--- src/rtl/exu_div_seq_ctl_pkg.sv ---
// Shared types for the divider request sequencer: divider packet and sequencer states.
`default_nettype none

package exu_div_seq_ctl_pkg;

   typedef struct packed {
      logic valid;
      logic unsign;
      logic rem;
   } div_pkt_t;

   typedef enum logic [1:0] {
      S_IDLE = 2'd0,
      S_FIRE = 2'd1,
      S_WAIT = 2'd2,
      S_RESP = 2'd3
   } div_seq_state_t;

endpackage

`default_nettype wire

--- src/rtl/exu_div_seq_ctl_if.sv ---
// Request, response and divider-side signals of the divide sequencer.
`default_nettype none

interface exu_div_seq_ctl_if #(
   parameter int XLEN  = 32,
   parameter int TAG_W = 5
) ();
   import exu_div_seq_ctl_pkg::*;

   logic             req_valid;
   logic             req_ready;
   logic [XLEN-1:0]  req_dividend;
   logic [XLEN-1:0]  req_divisor;
   logic             req_unsign;
   logic             req_rem;
   logic [TAG_W-1:0] req_tag;

   logic [XLEN-1:0]  div_dividend;
   logic [XLEN-1:0]  div_divisor;
   div_pkt_t         div_dp;
   logic             div_flush;
   logic             div_finish;
   logic [XLEN-1:0]  div_out;

   logic             rsp_valid;
   logic             rsp_ready;
   logic [XLEN-1:0]  rsp_data;
   logic [TAG_W-1:0] rsp_tag;

   modport slave (
      input  req_valid, req_dividend, req_divisor, req_unsign, req_rem, req_tag,
      input  div_finish, div_out, rsp_ready,
      output req_ready, div_dividend, div_divisor, div_dp, div_flush,
      output rsp_valid, rsp_data, rsp_tag
   );

   modport master (
      output req_valid, req_dividend, req_divisor, req_unsign, req_rem, req_tag,
      output div_finish, div_out, rsp_ready,
      input  req_ready, div_dividend, div_divisor, div_dp, div_flush,
      input  rsp_valid, rsp_data, rsp_tag
   );

endinterface

`default_nettype wire

--- src/rtl/exu_div_seq_ctl.sv ---
// Divide request sequencer: issues one request to the divider, collects the tagged
// result, and handles pipeline flush plus a watchdog on a stuck divider.
`default_nettype none

module exu_div_seq_ctl
   import exu_div_seq_ctl_pkg::*;
#(
   parameter int XLEN    = 32,
   parameter int TAG_W   = 5,
   parameter int TIMEOUT = 40,
   parameter int CNT_W   = 16
) (
   input  logic             clk,
   input  logic             rst_l,
   exu_div_seq_ctl_if.slave bus,
   input  logic             flush_lower,
   output logic             err_timeout,
   input  logic             err_clr,
   output logic [CNT_W-1:0] done_cnt
);

   localparam int WD_W = $clog2(TIMEOUT + 1);

   div_seq_state_t   state_q, state_d;
   logic [XLEN-1:0]  dividend_q, dividend_d;
   logic [XLEN-1:0]  divisor_q, divisor_d;
   logic             unsign_q, unsign_d;
   logic             rem_q, rem_d;
   logic [TAG_W-1:0] tag_q, tag_d;
   logic [XLEN-1:0]  rsp_data_q, rsp_data_d;
   logic [WD_W-1:0]  wd_cnt_q, wd_cnt_d;
   logic             err_q, err_d;
   logic [CNT_W-1:0] done_q, done_d;

   logic             req_ready_w;
   logic             accept_w;
   logic             wd_expired_w;
   logic             wdog_flush_w;

   // req_ready must not depend on req_valid, so it decodes state and flush only.
   assign req_ready_w  = (state_q == S_IDLE) & ~flush_lower;
   assign accept_w     = bus.req_valid & req_ready_w;
   assign wd_expired_w = (state_q == S_WAIT) && (wd_cnt_q == WD_W'(TIMEOUT - 1));

   always_comb begin
      state_d      = state_q;
      dividend_d   = dividend_q;
      divisor_d    = divisor_q;
      unsign_d     = unsign_q;
      rem_d        = rem_q;
      tag_d        = tag_q;
      rsp_data_d   = rsp_data_q;
      wd_cnt_d     = wd_cnt_q;
      done_d       = done_q;
      wdog_flush_w = 1'b0;
      err_d        = err_clr ? 1'b0 : err_q;

      case (state_q)
         S_IDLE: begin
            if (accept_w) begin
               dividend_d = bus.req_dividend;
               divisor_d  = bus.req_divisor;
               unsign_d   = bus.req_unsign;
               rem_d      = bus.req_rem;
               tag_d      = bus.req_tag;
               state_d    = S_FIRE;
            end
         end
         S_FIRE: begin
            wd_cnt_d = '0;
            state_d  = flush_lower ? S_IDLE : S_WAIT;
         end
         S_WAIT: begin
            wd_cnt_d = wd_cnt_q + 1'b1;
            // Priority: flush over finish over watchdog; a flush suppresses the error.
            if (flush_lower) begin
               state_d = S_IDLE;
            end else if (bus.div_finish) begin
               rsp_data_d = bus.div_out;
               state_d    = S_RESP;
            end else if (wd_expired_w) begin
               wdog_flush_w = 1'b1;
               err_d        = 1'b1;
               state_d      = S_IDLE;
            end
         end
         S_RESP: begin
            if (flush_lower) begin
               state_d = S_IDLE;
            end else if (bus.rsp_ready) begin
               done_d  = done_q + 1'b1;
               state_d = S_IDLE;
            end
         end
         default: state_d = S_IDLE;
      endcase
   end

   always_ff @(posedge clk or negedge rst_l) begin
      if (!rst_l) begin
         state_q    <= S_IDLE;
         dividend_q <= '0;
         divisor_q  <= '0;
         unsign_q   <= 1'b0;
         rem_q      <= 1'b0;
         tag_q      <= '0;
         rsp_data_q <= '0;
         wd_cnt_q   <= '0;
         err_q      <= 1'b0;
         done_q     <= '0;
      end else begin
         state_q    <= state_d;
         dividend_q <= dividend_d;
         divisor_q  <= divisor_d;
         unsign_q   <= unsign_d;
         rem_q      <= rem_d;
         tag_q      <= tag_d;
         rsp_data_q <= rsp_data_d;
         wd_cnt_q   <= wd_cnt_d;
         err_q      <= err_d;
         done_q     <= done_d;
      end
   end

   assign bus.req_ready    = req_ready_w;
   assign bus.div_dividend = dividend_q;
   assign bus.div_divisor  = divisor_q;
   assign bus.div_dp       = {state_q == S_FIRE, unsign_q, rem_q};
   assign bus.div_flush    = flush_lower | wdog_flush_w;
   assign bus.rsp_valid    = (state_q == S_RESP);
   assign bus.rsp_data     = rsp_data_q;
   assign bus.rsp_tag      = tag_q;
   assign err_timeout      = err_q;
   assign done_cnt         = done_q;

endmodule

`default_nettype wire
--- src/flat_wrapper.sv ---
// flat-port wrapper written by rule: the top's interface ports become plain ports
module exu_div_seq_ctl_flat import exu_div_seq_ctl_pkg::*;
#(
   parameter int XLEN    = 32,
   parameter int TAG_W   = 5,
   parameter int TIMEOUT = 40,
   parameter int CNT_W   = 16
)
  (clk, rst_l, flush_lower, err_timeout, err_clr, done_cnt, bus_req_valid, bus_req_dividend, bus_req_divisor, bus_req_unsign, bus_req_rem, bus_req_tag, bus_div_finish, bus_div_out, bus_rsp_ready, bus_req_ready, bus_div_dividend, bus_div_divisor, bus_div_dp, bus_div_flush, bus_rsp_valid, bus_rsp_data, bus_rsp_tag);
  exu_div_seq_ctl_if #(.XLEN(XLEN), .TAG_W(TAG_W)) bus_i ();
  input  logic clk;
  input  logic rst_l;
  input  logic flush_lower;
  output logic err_timeout;
  input  logic err_clr;
  output logic [CNT_W-1:0] done_cnt;
  input wire logic [$bits(bus_i.req_valid)-1:0] bus_req_valid;
  input wire logic [$bits(bus_i.req_dividend)-1:0] bus_req_dividend;
  input wire logic [$bits(bus_i.req_divisor)-1:0] bus_req_divisor;
  input wire logic [$bits(bus_i.req_unsign)-1:0] bus_req_unsign;
  input wire logic [$bits(bus_i.req_rem)-1:0] bus_req_rem;
  input wire logic [$bits(bus_i.req_tag)-1:0] bus_req_tag;
  input wire logic [$bits(bus_i.div_finish)-1:0] bus_div_finish;
  input wire logic [$bits(bus_i.div_out)-1:0] bus_div_out;
  input wire logic [$bits(bus_i.rsp_ready)-1:0] bus_rsp_ready;
  output wire logic [$bits(bus_i.req_ready)-1:0] bus_req_ready;
  output wire logic [$bits(bus_i.div_dividend)-1:0] bus_div_dividend;
  output wire logic [$bits(bus_i.div_divisor)-1:0] bus_div_divisor;
  output wire logic [$bits(bus_i.div_dp)-1:0] bus_div_dp;
  output wire logic [$bits(bus_i.div_flush)-1:0] bus_div_flush;
  output wire logic [$bits(bus_i.rsp_valid)-1:0] bus_rsp_valid;
  output wire logic [$bits(bus_i.rsp_data)-1:0] bus_rsp_data;
  output wire logic [$bits(bus_i.rsp_tag)-1:0] bus_rsp_tag;
  assign bus_i.req_valid = bus_req_valid;
  assign bus_i.req_dividend = bus_req_dividend;
  assign bus_i.req_divisor = bus_req_divisor;
  assign bus_i.req_unsign = bus_req_unsign;
  assign bus_i.req_rem = bus_req_rem;
  assign bus_i.req_tag = bus_req_tag;
  assign bus_i.div_finish = bus_div_finish;
  assign bus_i.div_out = bus_div_out;
  assign bus_i.rsp_ready = bus_rsp_ready;
  assign bus_req_ready = bus_i.req_ready;
  assign bus_div_dividend = bus_i.div_dividend;
  assign bus_div_divisor = bus_i.div_divisor;
  assign bus_div_dp = bus_i.div_dp;
  assign bus_div_flush = bus_i.div_flush;
  assign bus_rsp_valid = bus_i.rsp_valid;
  assign bus_rsp_data = bus_i.rsp_data;
  assign bus_rsp_tag = bus_i.rsp_tag;
  exu_div_seq_ctl #(.XLEN(XLEN), .TAG_W(TAG_W), .TIMEOUT(TIMEOUT), .CNT_W(CNT_W)) u_core (.clk(clk), .rst_l(rst_l), .bus(bus_i), .flush_lower(flush_lower), .err_timeout(err_timeout), .err_clr(err_clr), .done_cnt(done_cnt));
endmodule
--- config.mk ---
export PLATFORM = sky130hd
export DESIGN_NAME = exu_div_seq_ctl_flat
export DESIGN_NICKNAME = d
export VERILOG_FILES = /design/src/rtl/exu_div_seq_ctl_pkg.sv /design/src/rtl/exu_div_seq_ctl_if.sv /design/src/rtl/exu_div_seq_ctl.sv /design/src/flat_wrapper.sv
export SDC_FILE = /design/constraint.sdc
export NUM_CORES = 1
export LEC_CHECK = 0
export CAP_MARGIN = 25
export CORE_MARGIN = 1
export CORE_UTILIZATION = 45
export CTS_BUF_LIST = sky130_fd_sc_hd__clkbuf_16
export DETAILED_ROUTE_END_ITERATION = 10
export PLACE_DENSITY = 0.89
export SLEW_MARGIN = 20
export SYNTH_ARGS = -nofsm -noshare
export SYNTH_HDL_FRONTEND = slang
export SYNTH_SLANG_ARGS = --single-unit
--- constraint.sdc ---
create_clock -name clk -period 2.9 [get_ports clk]
set_clock_uncertainty 0.2 [all_clocks]
set_input_delay 0.58 -clock clk [delete_from_list [all_inputs] [get_ports clk]]
set_output_delay 0.58 -clock clk [all_outputs]
set_load 0.02 [all_outputs]
# Yosys cells after proc, flatten, opt, wreduce, memory -nomap -nowiden
# Cells that the tools add are included.
[word_totals] elab_cells=48 input_bits=110 out_inout_bits=124 regBits=128
[op_classes] muxes=18 n_eq_ne=7 bitwise_logic=4 n_addsub=2 n_reduce_logical=7
[ops] cell="16-bit by 1-bit adder with 16-bit output (second input constant)" n=1
[ops] cell="2-bit 2-to-1 mux" n=7
[ops] cell="6-bit case mux with 2 select lines" n=1
[ops] cell="1-bit 2-to-1 mux" n=9
[ops] cell="3-bit AND reduction" n=3
[ops] cell="2-bit case mux with 4 select lines" n=1
[ops] cell="6-bit by 1-bit adder with 6-bit output (second input constant)" n=1
[ops] cell="6-bit equality test (second input constant)" n=1
[ops] cell="2-bit equality test (second input constant)" n=2
[ops] cell="4-bit by 3-bit != test with 1-bit output (second input constant)" n=1
[ops] cell="3-bit != test (second input constant)" n=1
[ops] cell="1-bit bitwise AND" n=2
[ops] cell="2-bit by 1-bit equality test with 1-bit output (second input constant)" n=1
[ops] cell="2-bit zero test" n=1
[ops] cell="2-bit by 1-bit != test with 1-bit output (second input constant)" n=1
[ops] cell="2-bit AND reduction" n=1
[ops] cell="2-bit nonzero test" n=1
[ops] cell="1-bit logical AND" n=1
[ops] cell="1-bit NOT" n=1
[ops] cell="1-bit bitwise OR" n=1

# Logic depth before layout (Yosys ltp)
# Gate-level depths: netlist of the first run.
[logic_depth] depth_word=7 depth_mapped=7 mapped_depth_nobuf=6

# Least setup slack after synthesis of the first run
# Ideal clock, no wire load.
[synth_timing] path_kind="register to register" start="register u_core.state_q[1]" end="register u_core.done_q[10] (netlist: u_core.done_cnt[10])" required_time_ns=2.570 stages_incl_launch_ff=6 setup_time_ns=0.130 arrival_ns=1.538 path_buffers=0 slack_ns=1.032 synth_period_minus_slack_ns=1.868 cell_sequence="dfrtp_1 ha_1 nand4b_4 nor4_4 nand3_1 xnor2_1"
[synth_via] elab_chain_cells=2
[synth_rtl] item="from (decl)" line_no="exu_div_seq_ctl.sv:24" source="div_seq_state_t state_q, state_d;"
[synth_rtl] item="from (signal assigned)" line_no="exu_div_seq_ctl.sv:112" source="state_q <= state_d;"
[synth_rtl] item="2-bit equality test"
[synth_rtl] item="named net bus_rsp_valid" line_no="flat_wrapper.sv:31" source="output wire logic [$bits(bus_i.rsp_valid)-1:0] bus_rsp_valid;"
[synth_rtl] item="3-bit AND reduction (no line)"
[synth_rtl] item="to (signal assigned)" line_no="exu_div_seq_ctl.sv:121" source="done_q <= done_d;"
[synth_rtl] item="to (decl)" line_no="exu_div_seq_ctl.sv:33" source="logic [CNT_W-1:0] done_q, done_d;"
# The timed path passes the listed nets, and every way through them passes these cells.
# A chain may end at the register's enable or synchronous reset.

# Worst setup path in the final report of the first run
[layout_timing] start="register u_core.state_q[0]" end="output bus_req_ready"
[layout_via] elab_chain_cells=2
[layout_rtl] item="2-bit zero test" line_no="exu_div_seq_ctl.sv:41" source="assign req_ready_w = (state_q == S_IDLE) & ~flush_lower;"
[layout_rtl] item="1-bit bitwise AND" line_no="exu_div_seq_ctl.sv:41"
[layout_rtl] item="to (decl)" line_no="flat_wrapper.sv:26" source="output wire logic [$bits(bus_i.req_ready)-1:0] bus_req_ready;"
# No other way between the ends.

==> flow_summary.toml, run 1 <==
[cells_and_area]
layout_common_cells = "clkdlybuf4s50_1 (231), dfrtp_1 (128), mux2_2 (105), clkbuf_16 (17), inv_1 (14)"
fillers = 704
final_common_cell = "clkdlybuf4s50_1"
final_nets = 702
area_growth_pct = 60.0
antenna-diode-count = 0
instances_no_fill = 738
multiInputGateArea_mm2 = 0.00181
drive_gt1_share_pct = 23.9
seqCellArea_mm2 = 0.00320
stdcell_area_mm2 = 0.00821

[clocking]
cts_root_buf = "clkbuf_16"
tritoncts = "yes"
cts_buffers = 17
htree_levels = 4
cts_buffer_depth = 2
clk_latency_ps = 410
clock_sinks = 128
path_clk_slew_ps = 50

[synthesis]
synth_area_mm2 = 0.00513
synth_cell_types = 32
synth_cells = 339
yosysWarnings = 0
synth.yosys.seq_area_share_pct = 62.5
netlist.area_leader.share_pct = 62.5
synth_area_leaders = "dfrtp_1 (62%), mux2_2 (23%), ha_1 (1.7%)"
syn-mean-instance-area_um2 = 15.1
synth.net_count = 456
ys_seq_elements = 128
synth_top_area_cell = "dfrtp_1"

[worst_setup_path]
end_kind = "output port"
r2r_start = "u_core.state_q[0]$_DFFE_PN0P_"
worst_path_max_delay_cell = "clkdlybuf4s50_1"
crit_type = "register to output port"
worst_r2r_path_depth = 6
arrival_ps = 1930
max_stage_delay_ps = 610
critical_path.cell_chain = "inv_1 -> ha_1 -> nor2b_2 -> clkdlybuf4s50_1"
path_delay_family = "buffers and inverters"
worst-path-buf-inv = 2
r2r_end = "u_core.bus.div_divisor[11]$_DFFE_PN0P_"
required_ps = 2120
start_kind = "register"
cp_max_fo = 4
rrSetupSlack_ps = 730

[floorplanning]
pin_count = 234
die_x_um = 109
die_h_um = 109
rows = 38
core_mm2 = 0.0110
start_util_pct = 46.7
die_area_mm2 = 0.0118

[sta]
hold_viol = 0
finalCritPeriodShare_pct = 93.6
rsz0062_at_grt = "no"
setup_viol = 0
max_freq_mhz = 368
finalSetupTns_ps = 0
drv_slew = 0
tightest_slew_ps = 466
layout_setup_ws_ps = 185
period_minus_slack_ps = 2710
max_slew_margin_pct = 69.0

[routing]
routed_wl_um = 12500
drt_iter0_markers = 152
first_pass_iters = 4
route.vias.total = 3605
vias_per_cell = 4.88
drcViolationCount = 0
ant_nets = 0
drt-wirelength-per-cell_um = 16.9

[worst_hold_path]
hold_depth = 1
min-delay-start = "u_core.done_cnt[15]$_DFFE_PN0P_"
hp-class = "register to register"
hold-path-endpoint = "u_core.done_cnt[15]$_DFFE_PN0P_"

[grt]
grt_pass1_vias = 3845
grt_pass1_wl_um = 19400
busiest_layer = "met2"
antenna_found_initial = 0
overflow = 0
grt.total_usage_pct = 22.2
met1_usage_pct = 25.0
grt_use_met2_pct = 37.1
grtUsageMet3_pct = 8.55
grt_max_degree = 66

[placement]
gp_congestion = 0.745
portBuffers = 233
dp_hpwl_um = 9180
placed_area_mm2 = 0.00765
placedCellCount = 705
dp_slack_ps = 178

[power_and_ir_drop]
p_per_area_mw_per_mm2 = 1040
vdd_drop_max_mv = 0.784
p_leak_nw = 3.63

[run]
cap_violations = 0

[run_status]
status = "complete, no violations"
[sequential cells by signal (all words and copies together) (netlist names)]
register                 cells
u_core.bus.div_dividend     32
u_core.bus.div_divisor      32
u_core.bus.rsp_data         32
u_core.done_cnt             16
u_core.wd_cnt_q              6
u_core.bus.rsp_tag           5
u_core.state_q               2
u_core.err_timeout           1
u_core.rem_q                 1
u_core.unsign_q              1
[final cells by class]
cell class | count | area share [%]
flip-flops and latches | 128 | 39.0
clock buffers | 17 | 5.18
inverters | 9 | 0.412
clock inverters | 15 | 1.37
well taps | 140 | 2.13
multi-input cells | 188 | 22.1
repair buffers | 241 | 29.8
[worst register-to-register path, stage by stage (launching register included)]
cell	delay [ps]
dfrtp_1	370
inv_1	100
ha_1	240
nor2b_2	170
nand2_2	320
buf_12	270
mux2_2	380
[power breakdown]
part | switching (mW) | leakage, nW | internal, mW
clock | 0.707 | 0.284 | 1.22
sequential | 0.406 | 1.60 | 2.51
combinational | 1.70 | 1.75 | 2.01
[cell usage after synthesis, drive strengths merged]
cell / count
a21oi: 3
a31o: 1
and2: 1
and3: 2
and4: 2
buf: 14
dfrtp: 128
ha: 7
inv: 9
mux2: 105
mux2i: 1
nand2: 9
nand2b: 1
nand3: 8
nand3b: 4
nand4: 3
nand4b: 1
nor2: 4
nor2b: 3
nor3: 3
nor3b: 2
nor4: 2
o21ai: 8
o22ai: 1
or3: 1
xnor2: 10
xor2: 6
[cell families after synthesis]
family / synth area share (%)
AO/OA/AOI/OAI: 1.37
XOR/XNOR: 2.73
adder cells (fa/ha/maj): 1.71
buffers and inverters: 2.27
flip-flops: 62.5
multiplexers: 23.2
AND/OR/NAND/NOR: 6.22
[worst max path at each step]
stage | cells past startpoint | to | slack (ps) | start
6_report | 4 | bus_req_ready | 190 | u_core.state_q[0]$_DFFE_PN0P_
5_1_grt | 4 | bus_req_ready | 80 | u_core.state_q[1]$_DFFE_PN0P_
4_1_cts | 4 | bus_div_flush | 10 | u_core.state_q[0]$_DFFE_PN0P_
3_5_place_dp | 3 | bus_div_flush | 180 | flush_lower
3_3_place_gp | 3 | bus_div_flush | 200 | flush_lower
2_1_floorplan | 5 | u_core.done_cnt[10]$_DFFE_PN0P_ | 1030 | u_core.state_q[1]$_DFFE_PN0P_
[metrics by stage]
step	util, %	power, mW	hold slack, ps
floorplan	-	4.74	84.4
global placement	69.7	6.52	264
detailed placement	69.7	6.66	291
CTS	74.7	8.65	303
global route	74.7	8.99	318
finish	74.7	8.56	297
[routing by layer]
layer  wire length (um)  vias to the layer above
li1                   -                     1673
met2               6380                      157
met4                262                        0
met3               1070                       20
met1               4770                     1755
met5                  0                        -
[what timing repair did]
action                     4_1_cts  5_1_grt
setup buffers                    0        0
hold endpoints to repair        34        0
hold buffers                     1        0
setup endpoints to repair        0        1
resized for setup                0        2
Note: power is estimated with default switching activity, not from simulation.
==> run 2, diff against run 1 <==
--- a/config.mk
+++ b/config.mk
@@ -6,11 +6,13 @@
 export NUM_CORES = 1
 export LEC_CHECK = 0
 export CAP_MARGIN = 25
-export CORE_MARGIN = 1
+export CORE_ASPECT_RATIO = 0.5
+export CORE_MARGIN = 2
 export CORE_UTILIZATION = 45
 export CTS_BUF_LIST = sky130_fd_sc_hd__clkbuf_16
 export DETAILED_ROUTE_END_ITERATION = 10
 export PLACE_DENSITY = 0.89
+export SETUP_SLACK_MARGIN = 0.4
 export SLEW_MARGIN = 20
 export SYNTH_ARGS = -nofsm -noshare
 export SYNTH_HDL_FRONTEND = slang
==> run 2 against run 1 <==
Register-to-register slack better by 130 ps; hold slack got worse by 19 ps; worst setup slack better by 320 ps; clock power grew 7%; utilization fell by 0.27 points; non-clock buffer count decreased by 1; count of clock-buffer cells in the layout unchanged; maximum frequency increased by 13%; wire length grew 4.9%; total power is 0.95% higher; critical path type unchanged; largest power group unchanged.
==> flow_summary.toml, run 2 (synthesis gave the netlist of run 1 again) <==
[power_and_ir_drop]
p_per_area_mw_per_mm2 = 1050
vdd_drop_max_mv = 0.550
p_leak_nw = 3.60

[routing]
routed_wl_um = 13100
drt-wirelength-per-cell_um = 17.7
route.vias.total = 3615
ant_nets = 0
drt_iter0_markers = 179
vias_per_cell = 4.87
first_pass_iters = 4
drcViolationCount = 0

[sta]
setup_viol = 0
timing.hold.ws_ps = 278
finalSetupTns_ps = 0
hold_viol = 0
finalCritPeriodShare_pct = 82.7
drv_slew = 0
period_minus_slack_ps = 2400
max_freq_mhz = 417
max_slew_margin_pct = 61.2
tightest_slew_ps = 582
rsz0062_at_grt = "no"

[worst_setup_path]
arrival_ps = 1620
rrSetupSlack_ps = 860
crit_type = "register to output port"
cp_max_fo = 4
end_kind = "output port"
start_kind = "register"
required_ps = 2120

[grt]
grt.total_usage_pct = 21.7
overflow = 0
antenna_found_initial = 0
grt_pass1_vias = 3967
grt_max_degree = 72
grt_pass1_wl_um = 20400

[clocking]
clock_sinks = 128
htree_levels = 4
cts_buffer_depth = 2
tritoncts = "yes"
path_clk_slew_ps = 60
clk_latency_ps = 400
cts_root_buf = "clkbuf_16"
cts_buffers = 17

[worst_hold_path]
hp-class = "register to register"

[cells_and_area]
area_growth_pct = 60.4
seqCellArea_mm2 = 0.00320
final_nets = 701
final_common_cell = "clkdlybuf4s50_1"
layout_common_cells = "clkdlybuf4s50_1 (228), dfrtp_1 (128), mux2_2 (105), clkbuf_16 (17), xnor2_1 (10)"
fillers = 696
multiInputGateArea_mm2 = 0.00182
antenna-diode-count = 0
drive_gt1_share_pct = 25.6

[floorplanning]
die_h_um = 79.5
core_mm2 = 0.0110
rows = 27
pin_count = 234
die_area_mm2 = 0.0123
die_x_um = 155
start_util_pct = 46.4

[placement]
gp_congestion = 0.768
dp_hpwl_um = 9280
portBuffers = 233

[run_status]
status = "complete, no violations"

[run]
cap_violations = 0
## run 2: cell types whose count changed in the layout (fill, tap and decap cells not counted), sizes merged
cell / change
inv: -4
clkdlybuf4s15: +1
buf: -1
clkbuf: +1
clkinvlp: +6
clkdlybuf4s50: -3
clkinv: -2
dlygate4sd2: +1
## run 2: worst max-delay path: stages (launching register included)
cell and delay, ps:
dfrtp_1 400, inv_1 130, ha_1 190, nor2b_2 180, clkdlybuf4s15_1 310
## run 2: path summary, 6_finish.rpt
path,start,depth (start not counted),endpoint
max in group asynchronous,rst_l,3,u_core.bus.rsp_data[9]$_DFFE_PN0P_
min reg2reg,u_core.done_cnt[15]$_DFFE_PN0P_,1,u_core.done_cnt[15]$_DFFE_PN0P_
max reg2reg,u_core.state_q[0]$_DFFE_PN0P_,6,u_core.bus.div_divisor[1]$_DFFE_PN0P_
min,u_core.done_cnt[15]$_DFFE_PN0P_,1,u_core.done_cnt[15]$_DFFE_PN0P_
max,u_core.state_q[0]$_DFFE_PN0P_,4,bus_req_ready
min in group asynchronous,rst_l,2,u_core.state_q[0]$_DFFE_PN0P_
## run 2: area by class of cell
class	instances	share of cell area (%)
clock inverters	15	1.76
clock buffers	17	5.17
well taps	145	2.21
flip-flops and latches	128	38.9
multi-input cells	188	22.1
inverters	9	0.411
repair buffers	240	29.4
## run 2: repair_timing
item / in CTS / in global routing
resized for setup: 5 / 5
endpoints found under the setup margin: 3 / 3
cloned: 0 / 0
hold buffers: 1 / 0
hold endpoints to repair: 41 / 0
buffers inserted: 0 / 0
## run 2: power breakdown
part / leakage (nW) / total (mW) / switching, mW / internal, mW
clock: 0.262 / 2.06 / 0.800 / 1.26
combinational: 1.75 / 3.69 / 1.70 / 1.99
sequential: 1.60 / 2.89 / 0.382 / 2.51
total: 3.60 / 8.64 / 2.89 / 5.76
## run 2: layer usage
layer	vias to the layer above	share of wire (%)	GRT usage, %
li1	1678	-	-
met1	1804	38	23.8
met2	103	54	39.5
met3	30	5.0	6.51
met4	0	2.9	9.44
met5	-	0	0
## run 2: per-stage QoR
step | std cells | utilization [%] | area, um^2 | power, mW | setup slack, ps
floorplan | 339 | - | 5130 | 4.74 | 1030
global placement | 709 | 69.2 | 7640 | 6.52 | 260
detailed placement | 709 | 69.2 | 7640 | 6.63 | 252
CTS | 742 | 74.4 | 8220 | 8.72 | 294
global route | 742 | 74.4 | 8220 | 9.06 | 407
finish | 742 | 74.4 | 8220 | 8.64 | 501
==> run 3, diff against run 2 <==
--- a/config.mk
+++ b/config.mk
@@ -8,10 +8,10 @@
 export CAP_MARGIN = 25
 export CORE_ASPECT_RATIO = 0.5
 export CORE_MARGIN = 2
-export CORE_UTILIZATION = 45
+export CORE_UTILIZATION = 42
 export CTS_BUF_LIST = sky130_fd_sc_hd__clkbuf_16
 export DETAILED_ROUTE_END_ITERATION = 10
-export PLACE_DENSITY = 0.89
+export PLACE_DENSITY = 0.84
 export SETUP_SLACK_MARGIN = 0.4
 export SLEW_MARGIN = 20
 export SYNTH_ARGS = -nofsm -noshare
==> constraint.sdc (replaced) <==
create_clock -name clk -period 2.26 [get_ports clk]
set_clock_uncertainty 0.2 [all_clocks]
set_input_delay 0.452 -clock clk [delete_from_list [all_inputs] [get_ports clk]]
set_output_delay 0.452 -clock clk [all_outputs]
set_load 0.02 [all_outputs]
==> run 3 against run 2 <==
Clock power is 29% higher; total power is 31% higher; final area is 8.8% higher; sequential power is 29% higher; via count is 11% higher; global-route usage is 0.25 points lower; register-to-register slack worse by 580 ps; die area is 6.9% higher; utilization is 0.91 points higher; first-iteration DRC count is 36% higher; critical path depth stayed put; worst setup slack worse by 390 ps; largest cell class unchanged.
==> flow_summary.toml, run 3 (synthesis gave the netlist of run 1 again) <==
[grt]
antenna_found_initial = 0
grt_max_degree = 49
grt_pass1_vias = 4049
overflow = 0
grt_pass1_wl_um = 21500
grt.total_usage_pct = 21.4

[routing]
ant_nets = 0
routed_wl_um = 16400
drt_iter0_markers = 244
wl_met2_um = 8740
wl_met1_um = 6600
vias_per_cell = 4.94
route.vias.total = 3995
first_pass_iters = 4
highest_layer = "met4"
drt-wirelength-per-cell_um = 20.3
wl_met3_um = 589
drcViolationCount = 0

[sta]
finalSetupTns_ps = 0
hold_viol = 0
drv_slew = 0
timing.hold.ws_ps = 294
tightest_slew_ps = 501
period_minus_slack_ps = 2150
max_slew_margin_pct = 66.6
finalCritPeriodShare_pct = 95.1
setup_viol = 0
rsz0062_at_grt = "yes"
max_freq_mhz = 465

[worst_hold_path]
hp-class = "register to register"

[clocking]
path_clk_slew_ps = 60
tritoncts = "yes"
clk_latency_ps = 400
htree_levels = 4
cts_root_buf = "clkbuf_16"
clock_sinks = 128
cts_buffers = 17
cts_buffer_depth = 2

[cells_and_area]
final_nets = 747
layout_common_cells = "dfrtp_1 (127), dlygate4sd2_1 (114), clkdlybuf4s50_1 (107), mux2_2 (73), mux2_4 (32)"
final_common_cell = "dfrtp_1"
drive_gt1_share_pct = 33.6
area_growth_pct = 74.5
antenna-diode-count = 0
fin_util_pct = 75.4

[floorplanning]
die_x_um = 160
pin_count = 234
start_util_pct = 43.2
die_h_um = 82.1
rows = 28
core_mm2 = 0.0119
die_area_mm2 = 0.0132

[placement]
dp_hpwl_um = 9420
portBuffers = 233
gp_congestion = 0.757

[worst_setup_path]
max_stage_delay_ps = 380
required_ps = 1610
crit_type = "register to output port"
path_delay_family = "flip-flops"
critical_path.cell_chain = "ha_2 -> and4_4 -> a31o_4 -> buf_6"
start_kind = "register"
arrival_ps = 1500
end_kind = "output port"
cp_max_fo = 2
worst_path_max_delay_cell = "dfrtp_1"
worst-path-buf-inv = 1

[run_status]
status = "complete, no violations"

[power_and_ir_drop]
p_total_mw = 11.3
p_leak_nw = 4.39
vdd_drop_max_mv = 0.595
p_per_area_mw_per_mm2 = 1270

[run]
cap_violations = 0
==> run 3: layout make-up <==
cell class                 instances  area [um^2]
inverter                           9         36.3
timing repair buffer             285         2880
clock inverter                    15          145
multi-input combinational        189         2060
fill                             743         2930
sequential                       128         3200
clock buffer                      17          425
tap                              165          206
==> run 3: through the flow <==
stage	instances	area, um^2	setup slack (ps)
floorplan	339	5130	408
global placement	745	7830	-124
detailed placement	745	7830	-136
CTS	791	8540	122
global route	808	8950	68.5
finish	808	8950	110
==> run 3: path summary, 6_finish.rpt <==
check | from | to | depth (start not counted) | slack [ps]
max reg2reg | u_core.state_q[0]$_DFFE_PN0P_ | u_core.bus.div_dividend[16]$_DFFE_PN0P_ | 7 | 280
min | u_core.done_cnt[11]$_DFFE_PN0P_ | u_core.done_cnt[11]$_DFFE_PN0P_ | 1 | 290
max | u_core.wd_cnt_q[0]$_DFFE_PN0P_ | bus_div_flush | 4 | 110
min in group asynchronous | rst_l | u_core.bus.div_divisor[15]$_DFFE_PN0P_ | 2 | 370
max in group asynchronous | rst_l | u_core.wd_cnt_q[2]$_DFFE_PN0P_ | 3 | 830
min reg2reg | u_core.done_cnt[11]$_DFFE_PN0P_ | u_core.done_cnt[11]$_DFFE_PN0P_ | 1 | 290
==> run 3: report_power, final <==
part           total [mW]  switching, mW  leakage (nW)  internal [mW]
clock network        2.66           1.04         0.264           1.61
registers            3.73          0.507          1.59           3.22
logic                4.94           2.48          2.53           2.46
==> run 3: metal layers <==
layer,track usage (%),vias to the layer above
met5,0,-
met4,8.38,0
met3,4.35,32
met2,39.7,138
met1,25.3,2050
li1,-,1775
==> run 3: what timing repair did <==
action	CTS	global route
hold buffers	1	0
endpoints found under the setup margin	233	124
endpoints found under the hold margin	31	0
pin swaps	4	7
gates cloned	4	8
resized for setup	172	51
buffers inserted	9	9
